===== config.mk =====
export PLATFORM = sky130hd
export DESIGN_NAME = apb_gpio_irq
export DESIGN_NICKNAME = d
export VERILOG_FILES = /design/src/rtl/apb_gpio_irq.sv
export SDC_FILE = /design/constraint.sdc
export NUM_CORES = 1
export LEC_CHECK = 0
export CELL_PAD_IN_SITES_DETAIL_PLACEMENT = 0
export CELL_PAD_IN_SITES_GLOBAL_PLACEMENT = 2
export CORE_MARGIN = 2
export CORE_UTILIZATION = 38
export CTS_BUF_LIST = sky130_fd_sc_hd__clkbuf_8 sky130_fd_sc_hd__clkbuf_16
export DETAILED_ROUTE_END_ITERATION = 12
export PLACE_DENSITY_LB_ADDON = 0.3
export SKIP_CTS_REPAIR_TIMING = 1
export SLEW_MARGIN = 20
export SYNTH_ARGS = -nofsm -noshare
export SYNTH_HDL_FRONTEND = slang
export SYNTH_HIERARCHICAL = 1
export SYNTH_SLANG_ARGS = --single-unit

===== constraint.sdc =====
create_clock -name PCLK -period 2.9 [get_ports PCLK]
set_input_delay 0.58 -clock PCLK [delete_from_list [all_inputs] [get_ports PCLK]]
set_output_delay 0.58 -clock PCLK [all_outputs]
set_load 0.05 [all_outputs]

===== src/rtl/apb_gpio_irq.sv =====
// APB4 GPIO with per-pin synchroniser, shared-prescaler debounce, level/edge
// triggers, sticky W1C status and one registered combined interrupt.

module apb_gpio_irq_pin #(
    parameter int SYNC_STAGES = 2
) (
    input  logic PCLK,
    input  logic PRESETn,
    input  logic pin_i,
    input  logic bypass_i,
    input  logic tick_i,
    input  logic hist_vld_i,
    input  logic trig_type_i,
    input  logic trig_pol_i,
    output logic in_o,
    output logic set_o
);
    logic [SYNC_STAGES-1:0] sync_q, sync_d;
    logic                   sample_q, sample_d;
    logic                   in_q, in_d;
    logic                   in_prev_q, in_prev_d;
    logic                   synced;

    assign synced = sync_q[SYNC_STAGES-1];

    always_comb begin
        sync_d    = {sync_q[SYNC_STAGES-2:0], pin_i};
        sample_d  = tick_i ? synced : sample_q;
        in_prev_d = in_q;
        in_d      = in_q;
        if (bypass_i)
            in_d = synced;
        // A tick accepts the pin only if it matches the previous tick's sample.
        else if (tick_i && hist_vld_i && (synced == sample_q))
            in_d = synced;
    end

    always_ff @(posedge PCLK or negedge PRESETn) begin
        if (!PRESETn) begin
            sync_q    <= '0;
            sample_q  <= 1'b0;
            in_q      <= 1'b0;
            in_prev_q <= 1'b0;
        end else begin
            sync_q    <= sync_d;
            sample_q  <= sample_d;
            in_q      <= in_d;
            in_prev_q <= in_prev_d;
        end
    end

    assign in_o  = in_q;
    assign set_o = trig_type_i ? ((in_prev_q != in_q) && (in_q == trig_pol_i))
                               : (in_q == trig_pol_i);
endmodule

module apb_gpio_irq #(
    parameter int PDATA_SIZE    = 8,
    parameter int PADDR_SIZE    = 5,
    parameter int SYNC_STAGES   = 2,
    parameter int DEBOUNCE_BITS = 8
) (
    input  logic                    PCLK,
    input  logic                    PRESETn,
    input  logic                    PSEL,
    input  logic                    PENABLE,
    input  logic                    PWRITE,
    input  logic [PADDR_SIZE-1:0]   PADDR,
    input  logic [PDATA_SIZE/8-1:0] PSTRB,
    input  logic [PDATA_SIZE-1:0]   PWDATA,
    output logic [PDATA_SIZE-1:0]   PRDATA,
    output logic                    PREADY,
    output logic                    PSLVERR,
    input  logic [PDATA_SIZE-1:0]   gpio_i,
    output logic [PDATA_SIZE-1:0]   gpio_o,
    output logic [PDATA_SIZE-1:0]   gpio_oe,
    output logic                    irq_o
);
    localparam int NBYTES = PDATA_SIZE / 8;
    localparam int ALSB   = (NBYTES > 1) ? $clog2(NBYTES) : 0;

    localparam logic [2:0] R_DIR  = 3'd0;
    localparam logic [2:0] R_OUT  = 3'd1;
    localparam logic [2:0] R_IN   = 3'd2;
    localparam logic [2:0] R_TYPE = 3'd3;
    localparam logic [2:0] R_POL  = 3'd4;
    localparam logic [2:0] R_STAT = 3'd5;
    localparam logic [2:0] R_ENA  = 3'd6;
    localparam logic [2:0] R_DBNC = 3'd7;

    logic [PDATA_SIZE-1:0]    dir_q, dir_d, out_q, out_d, type_q, type_d;
    logic [PDATA_SIZE-1:0]    pol_q, pol_d, stat_q, stat_d, ena_q, ena_d;
    logic [DEBOUNCE_BITS-1:0] dbnc_q, dbnc_d, cnt_q, cnt_d;
    logic                     hist_q, hist_d, irq_q, irq_d;

    logic [2:0]               idx;
    logic                     wr_en, tick, bypass;
    logic [PDATA_SIZE-1:0]    bmask, in_vec, trig_set, dbnc_wide;
    logic                     unused_paddr;

    assign idx          = PADDR[ALSB+2:ALSB];
    assign unused_paddr = ^PADDR;
    assign wr_en        = PSEL & PENABLE & PWRITE;
    assign dbnc_wide    = PDATA_SIZE'(dbnc_q);

    always_comb begin
        bmask = '0;
        for (int b = 0; b < NBYTES; b++)
            bmask[b*8 +: 8] = {8{PSTRB[b]}};
    end

    // Prescaler: counts 0..N, one tick at N; a DEBOUNCE write restarts it
    // and forgets the previous sample so the next tick only records.
    always_comb begin
        bypass = (dbnc_q == '0);
        tick   = !bypass && (cnt_q >= dbnc_q) && !(wr_en && idx == R_DBNC);
        cnt_d  = (bypass || tick) ? '0 : cnt_q + 1'b1;
        hist_d = bypass ? 1'b0 : (hist_q | tick);
        if (wr_en && idx == R_DBNC) begin
            cnt_d  = '0;
            hist_d = 1'b0;
        end
    end

    for (genvar i = 0; i < PDATA_SIZE; i++) begin : g_pin
        apb_gpio_irq_pin #(.SYNC_STAGES(SYNC_STAGES)) u_pin (
            .PCLK        (PCLK),
            .PRESETn     (PRESETn),
            .pin_i       (gpio_i[i]),
            .bypass_i    (bypass),
            .tick_i      (tick),
            .hist_vld_i  (hist_q),
            .trig_type_i (type_q[i]),
            .trig_pol_i  (pol_q[i]),
            .in_o        (in_vec[i]),
            .set_o       (trig_set[i])
        );
    end

    always_comb begin
        dir_d  = dir_q;
        out_d  = out_q;
        type_d = type_q;
        pol_d  = pol_q;
        ena_d  = ena_q;
        dbnc_d = dbnc_q;
        stat_d = stat_q;
        if (wr_en) begin
            case (idx)
                R_DIR:   dir_d  = (dir_q  & ~bmask) | (PWDATA & bmask);
                R_OUT:   out_d  = (out_q  & ~bmask) | (PWDATA & bmask);
                R_TYPE:  type_d = (type_q & ~bmask) | (PWDATA & bmask);
                R_POL:   pol_d  = (pol_q  & ~bmask) | (PWDATA & bmask);
                R_ENA:   ena_d  = (ena_q  & ~bmask) | (PWDATA & bmask);
                R_DBNC:  dbnc_d = DEBOUNCE_BITS'((dbnc_wide & ~bmask) | (PWDATA & bmask));
                R_STAT:  stat_d = stat_q & ~(PWDATA & bmask);
                default: ;
            endcase
        end
        // New trigger events override a same-cycle clear.
        stat_d = stat_d | trig_set;
        irq_d  = |(stat_q & ena_q);
    end

    always_ff @(posedge PCLK or negedge PRESETn) begin
        if (!PRESETn) begin
            dir_q  <= '0;
            out_q  <= '0;
            type_q <= '0;
            pol_q  <= '0;
            stat_q <= '0;
            ena_q  <= '0;
            dbnc_q <= '0;
            cnt_q  <= '0;
            hist_q <= 1'b0;
            irq_q  <= 1'b0;
        end else begin
            dir_q  <= dir_d;
            out_q  <= out_d;
            type_q <= type_d;
            pol_q  <= pol_d;
            stat_q <= stat_d;
            ena_q  <= ena_d;
            dbnc_q <= dbnc_d;
            cnt_q  <= cnt_d;
            hist_q <= hist_d;
            irq_q  <= irq_d;
        end
    end

    always_comb begin
        PRDATA = '0;
        if (PSEL && !PWRITE) begin
            case (idx)
                R_DIR:   PRDATA = dir_q;
                R_OUT:   PRDATA = out_q;
                R_IN:    PRDATA = in_vec;
                R_TYPE:  PRDATA = type_q;
                R_POL:   PRDATA = pol_q;
                R_STAT:  PRDATA = stat_q;
                R_ENA:   PRDATA = ena_q;
                default: PRDATA = dbnc_wide;
            endcase
        end
    end

    assign PREADY  = 1'b1;
    assign PSLVERR = wr_en && (idx == R_IN);
    assign gpio_o  = out_q;
    assign gpio_oe = dir_q;
    assign irq_o   = irq_q;
endmodule


==> impl_metrics.ini, run 1 <==
[yosys]
synth_seq_cells = 106
synth_flop_cell = dfrtp_1
avgSynthCellArea_um2 = 11.7
syn_area_um2 = 4980
synth_nets = 461
synthCells = 425
yosysUniqueCellTypes = 45
synth-async-reset-ratio_pct = 100
synth_seq_area_share_pct = 53.3
ys_warn_count = 6
synth_edf_count = 0

[hold_path]
hp-class = input pin to async pin

[placed_design]
place.gp.congestion = 0.794
placed_area_um2 = 5960
place_hpwl_mm = 8.79
pre_cts_ws_ns = -0.150
port_buffers = 50

[power]
swShare_pct = 31.6
powerDensity_nw_per_um2 = 657
power_frac_seq_pct = 46.4
clkPwrFrac_pct = 30.6
power_uw = 4120
p_int_uw = 2820
power_leakage_uw = 0.00267
p_comb_share_pct = 23.0
power_switching_uw = 1300
vdd_ir_drop_max_uv = 305

[clock_network]
clk_latency_ns = 0.36
htree_levels = 3
cts.sinks = 106
cts_buffers = 9
cts_tree = built
clk_pin_slew_ns = 0.07
clock_path_buffers = 2
root_buffer = clkbuf_16

[global_routing]
grt_pass1_wl_mm = 20.4
grt_antenna_before_repair = 0
track_usage_pct = 18.8
overflow = 0
grt_pass1_vias = 3676
grt_max_degree = 44

[sta]
hold_viol = 0
clock.fmax_ghz = 0.357
worst_slack_ns = 0.0996
tightest_slew_ns = 0.590
skew_ns = 0.00600
period_needed_ns = 2.80
maxSlewHeadroom_pct = 60.6
rsz0062_at_grt = no
hold_ws_ns = 0.222
setup_viol = 0
finalCritPeriodShare_pct = 96.6
slew_viol_final = 0

[route]
viasPerCell = 5.25
drcViolationCount = 0
dr.first_iter.drc_count = 189
wirelength_mm = 12.2
dr.pass1.iters = 4
avgRoutedWirePerCell_um = 17.9
vias = 3594
ant_nets = 0

[die]
initial_core_util_pct = 39.1
die_w_um = 118
rows = 41
fp.dieArea_um2 = 14000
num_io_pins = 54
core_area_um2 = 12700
die_h_um = 118

[critical_path]
path_class = input pin to output port
arrival_ns = 2.22
worstRegToRegCells = 10
crit_fanout = 28
crit_start = PADDR[0]
cp-start-kind = input pin
crit_path_end = PRDATA[7]
reg2reg_slack_ns = 0.75
r2r_end = g_pin[2].u_pin/in_o
worstPathRequired_ns = 2.32
endpoint_kind = output port

[final_layout]
area_growth_pct = 25.9
final_nets = 543
drive_gt1_share_pct = 26.0
diodes = 0
final_core_util_pct = 49.3
final_cell_area_um2 = 6270

[flow_run]
max-cap-violations = 0

[run_status]
run_status = finished clean
==> layout by cell type (no fill, tap or decap), types with 12 or more instances in the layout <==
cell type	instances
a21oi_1	15
buf_4	35
clkdlybuf4s50_1	38
dfrtp_1	106
inv_1	22
mux2_2	58
nand2_1	40
nand3_1	18
o21ai_0	24
xnor2_1	12
==> critical path: stages <==
cell and delay, ns:
clkdlybuf4s50_1 0.51, buf_12 0.20, nor2_1 0.11, a221oi_1 0.32, a31oi_1 0.07, o221a_2 0.24
buf_4 0.19
==> cell usage after synthesis (7+ instances only) <==
cell type | instances | area, µm²
dfrtp_1 | 106 | 2650
mux2_2 | 58 | 653
nand2_1 | 40 | 150
o21ai_0 | 24 | 120
inv_1 | 21 | 78.8
nand3_1 | 18 | 90.1
a21oi_1 | 15 | 75.1
xnor2_1 | 12 | 105
a21o_1 | 11 | 82.6
xor2_1 | 10 | 87.6
ha_1 | 9 | 113
nand4_1 | 9 | 56.3
nor2_1 | 9 | 33.8
nor3_1 | 9 | 45.0
o211ai_1 | 9 | 67.6
buf_2 | 7 | 35.0
==> logic make-up after synthesis <==
group	Yosys count	share of synthesized area [%]
AO/OA/AOI/OAI	89	12.0
adder cells (fa/ha/maj)	9	2.26
XOR/XNOR	22	3.87
buffers and inverters	34	3.27
multiplexers	61	14.2
flip-flops	106	53.3
other	1	0.0753
AND/OR/NAND/NOR	103	11.0
==> routing by layer <==
layer / global-route usage (%) / share of wire, % / vias to the layer above
li1: - / - / 1708
met1: 26.8 / 48 / 1794
met2: 28.9 / 45 / 77
met3: 3.09 / 4.5 / 15
met4: 7.22 / 2.0 / 0
met5: 0 / 0 / -
==> per-stage QoR <==
stage                     instances  TNS [ns]
final                           684         0
after detailed placement        668    -0.636
after floorplan                 425         0
after CTS                       684    -0.730
after global placement          668    -0.676
after global routing            684         0
==> cell type report <==
type	instances	area [µm²]
multi-input combinational	285	2170
clock inverter	7	76.3
inverter	21	78.8
timing repair buffer	84	848
fill	1233	6450
sequential	106	2650
tap	172	215
clock buffer	9	225
==> worst min-delay path by stage <==
stage,startpoint,end,cells after the start
2_1_floorplan,PRESETn,async pin,0
3_5_place_dp,g_pin[1].u_pin/sync_q[0],g_pin[1].u_pin/sync_q[1],0
5_1_grt,PRESETn,async pin,1
3_3_place_gp,g_pin[7].u_pin/sync_q[0],g_pin[7].u_pin/sync_q[1],0
4_1_cts,PRESETn,async pin,1
6_report,PRESETn,async pin,1
==> power by group through the flow <==
stage | Sequential (µW) | Combinational, µW | Clock, µW
2_1_floorplan | 2000 | 530 | 0
3_3_place_gp | 1930 | 930 | 0
3_5_place_dp | 1940 | 958 | 0
4_1_cts | 1920 | 960 | 1290
5_1_grt | 1950 | 1050 | 1360
6_report | 1910 | 946 | 1260
No activity file was read; power rests on OpenSTA's default activity.
==> run 2, diff against run 1 <==
ABC_AREA = 1   (was not set)
CORE_UTILIZATION = 34   (was 38)
==> impl_metrics.ini, run 2 <==
[clock_network]
cts.sinks = 106
clock_path_buffers = 2
htree_levels = 3
root_buffer = clkbuf_16
clk_latency_ns = 0.35
cts_tree = built
cts_buffers = 9
clk_pin_slew_ns = 0.07

[critical_path]
r2r_end = g_pin[5].u_pin/in_o
endpoint_kind = output port
cp-start-kind = input pin
reg2reg_slack_ns = 0.83
crit_start = PSEL
arrival_ns = 2.03
worstRegToRegCells = 14
crit_path_end = PRDATA[1]
path_class = input pin to output port
crit_fanout = 3
worstPathRequired_ns = 2.32

[yosys]
yosysUniqueCellTypes = 35
synth_seq_area_share_pct = 51.5
synth_seq_cells = 106
avgSynthCellArea_um2 = 8.44
synth_area_leaders = dfrtp_1 52%, nand2_1 13%, o21ai_0 6.5%
synth_flop_cell = dfrtp_1
synth_top_area_cell = dfrtp_1
syn_area_um2 = 5150
synth.top_cell.area_share_pct = 51.5
synth-async-reset-ratio_pct = 100
synthCells = 610
synth_nets = 646
yosysMostFrequentCell = nand2_1
ys_top_cells_by_count = 178 x nand2_1, 106 x dfrtp_1, 80 x inv_1, 67 x o21ai_0, 32 x nor2_1
synth_edf_count = 0
ys_warn_count = 6

[sta]
rsz0062_at_grt = no
maxSlewHeadroom_pct = 65.9
setup_viol = 0
tightest_slew_ns = 0.511
fin_tns_setup_ns = 0
worst_slack_ns = 0.294
clock.fmax_ghz = 0.384
hold_ws_ns = 0.119
skew_ns = 0.00739
slew_viol_final = 0
hold_viol = 0
period_needed_ns = 2.61
finalCritPeriodShare_pct = 89.9

[placed_design]
place.gp.congestion = 0.842
pre_cts_ws_ns = -0.0259
port_buffers = 50
dp_cells = 849
place_hpwl_mm = 9.50

[route]
ant_nets = 0
viasPerCell = 4.74
dr.first_iter.drc_count = 317
wirelength_mm = 13.1
avgRoutedWirePerCell_um = 15.1
vias = 4112
dr.pass1.iters = 5
drcViolationCount = 0

[final_layout]
final_core_util_pct = 43.5
diodes = 0
fin_cells = 867
area_growth_pct = 23.7
drive_gt1_share_pct = 13.9
mostFrequentLayoutCells = 177 x nand2_1, 106 x dfrtp_1, 78 x inv_1
final_nets = 715
layout_commonest_cell = nand2_1

[die]
rows = 44
fp.dieArea_um2 = 16100
num_io_pins = 54
core_area_um2 = 14600
die_h_um = 127
initial_core_util_pct = 35.2
die_w_um = 127

[run_status]
run_status = finished clean

[global_routing]
grt_max_degree = 86
grt_antenna_before_repair = 0
grt_pass1_vias = 3822
grt_pass1_wl_mm = 21.1
overflow = 0
track_usage_pct = 17.1

[power]
vdd_ir_drop_max_uv = 477
power_leakage_uw = 0.00316
powerDensity_nw_per_um2 = 746

[hold_path]
hp-class = input pin to async pin

[flow_run]
max-cap-violations = 0
## run 2: layout make-up
class                   count  area, µm²
inverters                  84        315
multi-input cells         411       2140
clock buffers              10        239
repair buffers             67        736
fillers                  1463       8270
well taps                 184        230
flip-flops and latches    106       2650
clock inverters             5       62.6
## run 2: worst min path at each step
stage,cells past startpoint,end,start,slack (ns)
global route,1,g_pin[1].u_pin/in_prev_q,PRESETn,0.13
detailed placement,0,g_pin[0].u_pin/sync_q[1],g_pin[0].u_pin/sync_q[0],0.33
finish,1,g_pin[1].u_pin/in_prev_q,PRESETn,0.12
floorplan,0,async pin,PRESETn,0.28
global placement,0,g_pin[0].u_pin/sync_q[1],g_pin[0].u_pin/sync_q[0],0.33
CTS,1,g_pin[1].u_pin/in_prev_q,PRESETn,0.12
## run 2: cell families after synthesis
kind of cell	count (synthesis)	share of synthesized area, %
compound gates	110	11.9
xor+xnor	17	2.89
simple gates	274	24.0
flops	106	51.5
other cells	1	0.0728
buf+inv	93	7.46
fa+ha+maj	9	2.19
## run 2: power by group
part / switching, µW / internal, µW
sequential: 288 / 1770
combinational: 846 / 580
clock: 565 / 696
## run 2: metal layers
layer / share of wire, % / global-route usage [%] / vias to the layer above / wire length [µm]
li1: - / - / 2071 / -
met3: 4.2 / 3.81 / 13 / 551
met2: 46 / 26.7 / 88 / 6080
met1: 48 / 24.0 / 1940 / 6270
met4: 1.5 / 4.85 / 0 / 197
met5: 0 / 0 / - / 0
## run 2: per-stage QoR
stage / area, µm² / power, µW
after floorplan: 5150 / 3010
after global placement: 6020 / 3490
after detailed placement: 6020 / 3530
after CTS: 6320 / 4810
after global routing: 6370 / 5100
final: 6370 / 4750
## run 2: critical path: stages
cell	delay [ns]
clkdlybuf4s50_1	0.48
inv_1	0.05
nor2_1	0.19
o21ai_0	0.17
buf_4	0.17
a21oi_1	0.22
buf_12	0.17
==> run 3, diff against run 2 <==
REMOVE_ABC_BUFFERS = 1   (was not set)
==> impl_metrics.ini, run 3 (same netlist as run 2, synthesis figures left out) <==
[run_status]
run_status = finished clean

[global_routing]
grt_antenna_before_repair = 0
grt_max_degree = 47
track_usage_pct = 16.7
overflow = 0
grt_pass1_wl_mm = 20.6
grt_pass1_vias = 3860

[final_layout]
mostFrequentLayoutCells = 178 x nand2_1, 106 x dfrtp_1, 80 x inv_1
layout_commonest_cell = nand2_1
final_nets = 713
area_growth_pct = 23.5
final_cell_area_um2 = 6360
multi_input_area_um2 = 2130
diodes = 0
seq_area_um2 = 2650
drive_gt1_share_pct = 13.2
fin_cells = 866
fillCellCount = 1478

[placed_design]
port_buffers = 50
dp_cells = 850
pre_cts_ws_ns = -0.0187
placed_area_um2 = 6050
place.gp.congestion = 0.796
place_hpwl_mm = 9.33

[clock_network]
clk_latency_ns = 0.35
cts_tree = built
cts.sinks = 106
cts_buffers = 9
clk_pin_slew_ns = 0.07
root_buffer = clkbuf_16
clock_path_buffers = 2
htree_levels = 3

[sta]
hold_ws_ns = 0.243
finalCritPeriodShare_pct = 87.6
tightest_slew_ns = 0.614
clock.fmax_ghz = 0.394
slew_viol_final = 0
setup_viol = 0
worst_slack_ns = 0.359
maxSlewHeadroom_pct = 59.1
period_needed_ns = 2.54
skew_ns = 0.00634
rsz0062_at_grt = no
hold_viol = 0

[die]
core_area_um2 = 14600
fp.dieArea_um2 = 16100
num_io_pins = 54
die_w_um = 127
die_h_um = 127
initial_core_util_pct = 35.2
rows = 44

[power]
power_leakage_uw = 0.00316
powerDensity_nw_per_um2 = 733
vdd_ir_drop_max_uv = 315

[critical_path]
cp-start-kind = input pin
path_class = input pin to output port
arrival_ns = 1.96
worstPathRequired_ns = 2.32
crit_start = PSEL
endpoint_kind = output port
worstRegToRegCells = 14
crit_fanout = 8

[flow_run]
max-cap-violations = 0

[route]
ant_nets = 0
viasPerCell = 4.70
avgRoutedWirePerCell_um = 14.9
vias = 4066
dr.pass1.iters = 4
drcViolationCount = 0
wirelength_mm = 12.9
dr.first_iter.drc_count = 180

[hold_path]
hp-class = input pin to async pin
run 3: area by class of cell:
type / count / share of cell area (%)
Timing Repair Buffer: 65 / 11.7
Tap cell: 184 / 3.62
Inverter: 84 / 5.00
Clock inverter: 4 / 0.295
Sequential cell: 106 / 41.7
Multi-Input combinational cell: 411 / 33.5
Clock buffer: 12 / 4.19
run 3: routing by layer:
layer | routed length, µm | vias up | track usage (%)
met1 | 6410 | 1929 | 23.5
li1 | - | 2059 | -
met5 | 0 | - | 0
met2 | 5840 | 60 | 26.2
met3 | 332 | 18 | 2.39
met4 | 290 | 0 | 6.53
run 3: critical path, stage by stage:
cell	delay (ns)
clkdlybuf4s50_1	0.49
inv_1	0.04
nor2_1	0.08
buf_4	0.16
o21ai_0	0.14
a21oi_2	0.19
buf_4	0.15
buf_12	0.12
run 3: final timing paths:
path | to | slack, ns
worst max-delay path | PRDATA[5] | 0.36
worst min-delay path | async pin | 0.24
worst max register to register | g_pin[5].u_pin/in_o | 0.81
worst min register to register | g_pin[4].u_pin/sync_q[1] | 0.35
max in group asynchronous | stat_q[7] | 1.96
min in group PCLK | g_pin[4].u_pin/sync_q[1] | 0.35
run 3: where the power goes:
| group | internal, µW | switching (µW) | total (µW) |
|---|---|---|---|
| Clock | 645 | 538 | 1180 |
| Combinational | 581 | 831 | 1410 |
| Sequential | 1770 | 288 | 2060 |
run 3: stage by stage:
step / power (µW) / util (%) / setup TNS [ns]
after floorplan: 3000 / - / 0
after global placement: 3480 / 41.3 / -0.0295
after detailed placement: 3520 / 41.3 / -0.0187
after CTS: 4720 / 43.3 / -0.0398
after global routing: 5010 / 43.4 / 0
final: 4660 / 43.4 / 0
